### src/rtl/mult_pkg.sv
// mult_pkg: shared types and constants for the sequential multiplier.
//   state_t       - controller states
//   DEFAULT_WIDTH - default operand width
//   COUNT_W       - iteration counter width for DEFAULT_WIDTH
package mult_pkg;
    typedef enum logic [1:0] {IDLE, RUN, FINISH} state_t;
    localparam int DEFAULT_WIDTH = 64;
    localparam int COUNT_W = $clog2(DEFAULT_WIDTH);
endpackage

### src/rtl/twos_negate.sv
// twos_negate: two's-complement negation, out = ~in + 1.
//   in  - W-bit operand
//   out - W-bit negated result
module twos_negate #(
    parameter int W = 8
) (
    input  logic [W-1:0] in,
    output logic [W-1:0] out
);
    assign out = ~in + W'(1);
endmodule

### src/rtl/seq_multiplier.sv
// seq_multiplier: iterative shift-and-add multiplier, signed or unsigned, one bit per cycle.
//   clk       - system clock
//   reset     - asynchronous active-low reset
//   start     - request, sampled only in IDLE
//   is_signed - operands are two's-complement when 1, sampled with start
//   a, b      - WIDTH-bit operands, sampled with start
//   busy      - high in RUN and FINISH
//   done      - one-cycle strobe, product valid from this cycle on
//   product   - 2*WIDTH-bit result, held until the next done
module seq_multiplier
    import mult_pkg::*;
#(
    parameter int WIDTH = DEFAULT_WIDTH
) (
    input  logic               clk,
    input  logic               reset,
    input  logic               start,
    input  logic               is_signed,
    input  logic [WIDTH-1:0]   a,
    input  logic [WIDTH-1:0]   b,
    output logic               busy,
    output logic               done,
    output logic [2*WIDTH-1:0] product
);
    localparam int CW = $clog2(WIDTH);

    state_t             state_q, state_d;
    logic [WIDTH-1:0]   mcand_q, mcand_d;
    logic [WIDTH-1:0]   mplier_q, mplier_d;
    logic [WIDTH-1:0]   acc_q, acc_d;
    logic [CW-1:0]      count_q, count_d;
    logic               neg_q, neg_d;
    logic               done_q, done_d;
    logic [2*WIDTH-1:0] product_q, product_d;
    logic [WIDTH-1:0]   a_neg, b_neg;
    logic [2*WIDTH-1:0] p_neg;
    logic [WIDTH:0]     sum;

    twos_negate #(.W(WIDTH))   u_neg_a (.in(a), .out(a_neg));
    twos_negate #(.W(WIDTH))   u_neg_b (.in(b), .out(b_neg));
    twos_negate #(.W(2*WIDTH)) u_neg_p (.in({acc_q, mplier_q}), .out(p_neg));

    // Carry out of the add lands in the accumulator MSB after the shift.
    assign sum = {1'b0, acc_q} + (mplier_q[0] ? {1'b0, mcand_q} : '0);

    always_comb begin
        state_d   = state_q;
        mcand_d   = mcand_q;
        mplier_d  = mplier_q;
        acc_d     = acc_q;
        count_d   = count_q;
        neg_d     = neg_q;
        done_d    = 1'b0;
        product_d = product_q;
        case (state_q)
            IDLE: if (start) begin
                mcand_d  = (is_signed && a[WIDTH-1]) ? a_neg : a;
                mplier_d = (is_signed && b[WIDTH-1]) ? b_neg : b;
                // A zero operand gives a zero product, so the sign fix is skipped.
                neg_d    = is_signed && (a[WIDTH-1] ^ b[WIDTH-1]) && (a != '0) && (b != '0);
                acc_d    = '0;
                count_d  = '0;
                state_d  = RUN;
            end
            RUN: begin
                {acc_d, mplier_d} = {sum, mplier_q[WIDTH-1:1]};
                count_d = count_q + CW'(1);
                state_d = (count_q == CW'(WIDTH - 1)) ? FINISH : RUN;
            end
            FINISH: begin
                product_d = neg_q ? p_neg : {acc_q, mplier_q};
                done_d    = 1'b1;
                state_d   = IDLE;
            end
            default: state_d = IDLE;
        endcase
    end

    always_ff @(posedge clk or negedge reset) begin
        if (!reset) begin
            state_q   <= IDLE;
            mcand_q   <= '0;
            mplier_q  <= '0;
            acc_q     <= '0;
            count_q   <= '0;
            neg_q     <= 1'b0;
            done_q    <= 1'b0;
            product_q <= '0;
        end else begin
            state_q   <= state_d;
            mcand_q   <= mcand_d;
            mplier_q  <= mplier_d;
            acc_q     <= acc_d;
            count_q   <= count_d;
            neg_q     <= neg_d;
            done_q    <= done_d;
            product_q <= product_d;
        end
    end

    assign busy    = (state_q != IDLE);
    assign done    = done_q;
    assign product = product_q;
endmodule

### config.mk
export PLATFORM = sky130hd
export DESIGN_NAME = seq_multiplier
export DESIGN_NICKNAME = d
export VERILOG_FILES = /design/src/rtl/mult_pkg.sv /design/src/rtl/twos_negate.sv /design/src/rtl/seq_multiplier.sv
export SDC_FILE = /design/constraint.sdc
export NUM_CORES = 1
export LEC_CHECK = 0
export CORE_AREA = 2 2 376 192
export DETAILED_ROUTE_END_ITERATION = 7
export DIE_AREA = 0 0 378 194
export SLEW_MARGIN = 0
export SYNTH_ARGS = -nofsm -noshare
export SYNTH_HDL_FRONTEND = slang
export SYNTH_HIERARCHICAL = 1
export SYNTH_SLANG_ARGS = --single-unit
### constraint.sdc
create_clock -name clk -period 10.8 [get_ports clk]
set_input_delay 2.16 -clock clk [delete_from_list [all_inputs] [get_ports clk]]
set_output_delay 2.16 -clock clk [all_outputs]
set_load 0.03 [all_outputs]
==> out/results.txt <==
Final setup viols - 0
CP arrival - 5.49 ns
First-pass GRT wire length - 132,000 µm
Antenna violations before repair - 2
Die height - 194 µm
Hold_sp - product[111]$_DFFE_PN0P_
Endpoints failing hold - 0
HPWL Detailed - 67,400 µm
Crit start category - input port
Main flop type after synthesis - dfrtp_1
CTS tree - built
Final Worst Setup Slack - 5.73 ns
WL met1 - 45,300 µm
#FFs+latches synth - 330
Depth of the CTS H-tree - 2
Post-synth ARST share - 100%
I/O Pins - 262
Post-CTS sizing - 0
Top-count cell post-synth - dfrtp_1
ANT cells - 0
Origin of the worst setup path - b[30]
RSZ-0062 raised after global routing - false
Worst slew margin - 16.4%
Fin nets - 3,196
Clock latency on the worst-skew pair - 0.57 ns
Max VDD drop - 0.127 mV
Core box area - 70,100 µm²
Buffers on Ports - 261
Residual DRC - 0
Met3 wire length - 8900 µm
Flop2flop setup slack - 6.00 ns
End of the worst register-to-register path - product[83]$_DFFE_PN0P_
Ranking of synthesized cells by area - dfrtp_1 (34%), mux2i_1 (10%), xnor2_1 (6.1%), o21ai_0 (5.9%), nand2_1 (4.6%)
DR vias/cell - 5.66
Hold path depth - 2
Period minus WS final - 5.07 ns
Post-synth top area cell - dfrtp_1
Cells after synthesis - 2,834
Pwr Density - 248 nW/µm²
Hold WC Path Type - reg2reg
Final total negative setup slack - 0 ns
Area after DPL - 27,700 µm²
WHS - 0.476 ns
Row count - 69
Critical path class - in2reg
Ys Warns - 6
Worst R2R Start - mplier_q[15]$_DFFE_PN0P_
Post-synthesis sequential area ratio - 33.9%
Post-synth top cells - dfrtp_1 (330), nand2_1 (297), o21ai_0 (285)
Average cell area after synthesis - 8.58 µm²
Max Clock Skew - 0.0421 ns
P_leak - 11.2 nW
Top Metal Used - met5
Post-synthesis cell area - 24,300 µm²
Largest net degree at the start of global routing - 155
Number of buffers created by CTS - 36
Cell area after layout - 28,900 µm²
Num Clock Sinks - 330
GRT overflow - 0
Global Route Usage Sum - 23.4%
Worst-Margin Slew - 1.25 ns
Clk slew on worst S/H paths - 0.07 ns
Total die area - 73,300 µm²
Fillers - 7,071
FF-to-FF path depth - 8
Clock Tree Buf Depth - 3
Routed Antenna Nets - 0
Max cap viols - 0
CTS root buf - clkbuf_16
DR vias - 22,496
Endpoint, Worst Hold - product[111]$_DFFE_PN0P_
Tcrit/Tclk final - 46.9%
CP max FO - 5
Final wirelength - 88,600 µm
Iteration-0 DRC Markers - 2,618
Initial Utilization - 34.7%
Status - complete, no violations
Post-Synthesis Net Count - 3,035
Metal2 WL - 33,600 µm
Yosys top cell area share - 33.9%
Layout Area Growth over Synthesis - 18.9%
Avg WL per Cell - 22.3 µm
Die width - 378 µm
Required time of the critical path - 11.22 ns
Vias in the first global route - 20,351
Pre-antenna DRT Iters - 5
Max Slew Vio Count - 0
Kind of end point of the critical path - flop
RD Place Congestion - 0.976
Synth unique cells - 79
Post-CTS Hold Fix Bufs - 0
Highest clock rate - 0.197 GHz
Post-synth EDFFs - 0
Setup bufs post-CTS - 0
Layout cells sized above 1 - 4.87%
Worst slack, placed - 5.26 ns
-- worst max path at each step --
stage	end	slack, ns	depth (start not counted)
floorplan	mcand_q[33]$_DFFE_PN0P_	6.18	9
global placement	mplier_q[41]$_DFFE_PN0P_	5.24	8
detailed placement	mplier_q[33]$_DFFE_PN0P_	5.26	8
CTS	mplier_q[33]$_DFFE_PN0P_	5.86	8
global route	mplier_q[41]$_DFFE_PN0P_	5.62	8
finish	mplier_q[62]$_DFFE_PN0P_	5.73	8
-- cell families after synthesis --
logic type,share of synthesized area (%)
AND/OR/NAND/NOR,22.9
AO/OA/AOI/OAI,15.2
flip-flops,33.9
XOR/XNOR,10.6
multiplexers,10.5
buffers and inverters,3.24
adder cells (fa/ha/maj),3.58
-- per-layer routing --
layer | GRT usage (%) | up-vias
met5 | 0 | -
met4 | 2.38 | 4
met3 | 6.00 | 56
met2 | 29.9 | 933
met1 | 39.0 | 10831
li1 | - | 10672
-- final cells by class --
cell class | instances | area (µm²) | share of cell area, %
Timing Repair Buffer | 286 | 2820 | 9.74
Inverter | 31 | 116 | 0.402
Multi-Input combinational cell | 2310 | 15300 | 53.1
Clock inverter | 13 | 185 | 0.640
Clock buffer | 48 | 997 | 3.45
Tap cell | 958 | 1200 | 4.14
Sequential cell | 330 | 8260 | 28.6
-- stage by stage --
step,power [W],util [%],std cells
floorplan,0.00466,-,2834
global placement,0.00580,39.6,3915
detailed placement,0.00581,39.6,3915
CTS,0.00714,41.3,3976
global route,0.00770,41.3,3976
finish,0.00718,41.3,3976
-- power breakdown --
group,switching [W],internal (W)
registers,0.000684,0.00160
clock network,0.000562,0.000748
logic,0.00211,0.00148
total,0.00336,0.00383
-- flip-flops by register name (all words and copies together) (netlist names) --
signal	cells
mcand_q	64
product	128
neg_q	1
count_q	6
acc_q	64
state_q	2
done	1
mplier_q	64
-- worst max-delay path, cell delays in order --
cell	delay, ns
clkdlybuf4s50_1	0.53
nor4_1	0.81
nand3_1	0.45
or3_1	0.60
or4_1	0.57
xor2_1	0.16
mux2i_1	0.12
o21ai_0	0.09
-- placed cells by master (no fill, tap or decap), types with 6 or more instances in the layout --
| master | count |
|---|---|
| a21o_1 | 23 |
| a21oi_1 | 142 |
| a22oi_1 | 64 |
| a31oi_1 | 12 |
| and2_1 | 72 |
| and3_1 | 12 |
| buf_4 | 24 |
| clkbuf_1 | 8 |
| clkbuf_16 | 37 |
| clkdlybuf4s50_1 | 260 |
| dfrtp_1 | 329 |
| ha_1 | 68 |
| inv_1 | 31 |
| mux2i_1 | 254 |
| nand2_1 | 294 |
| nand2b_1 | 10 |
| nand3_1 | 65 |
| nand3b_1 | 10 |
| nand4_1 | 53 |
| nor2_1 | 176 |
| nor2b_1 | 6 |
| nor3_1 | 87 |
| nor3_2 | 8 |
| nor3b_1 | 6 |
| nor4_1 | 126 |
| nor4_2 | 9 |
| o21a_1 | 8 |
| o21ai_0 | 285 |
| o21ai_1 | 12 |
| o21bai_1 | 17 |
| o31ai_1 | 13 |
| or2_2 | 10 |
| or3_1 | 36 |
| or4_1 | 33 |
| or4_4 | 11 |
| xnor2_1 | 169 |
| xor2_1 | 126 |
Power figures use the tool's default switching activity.
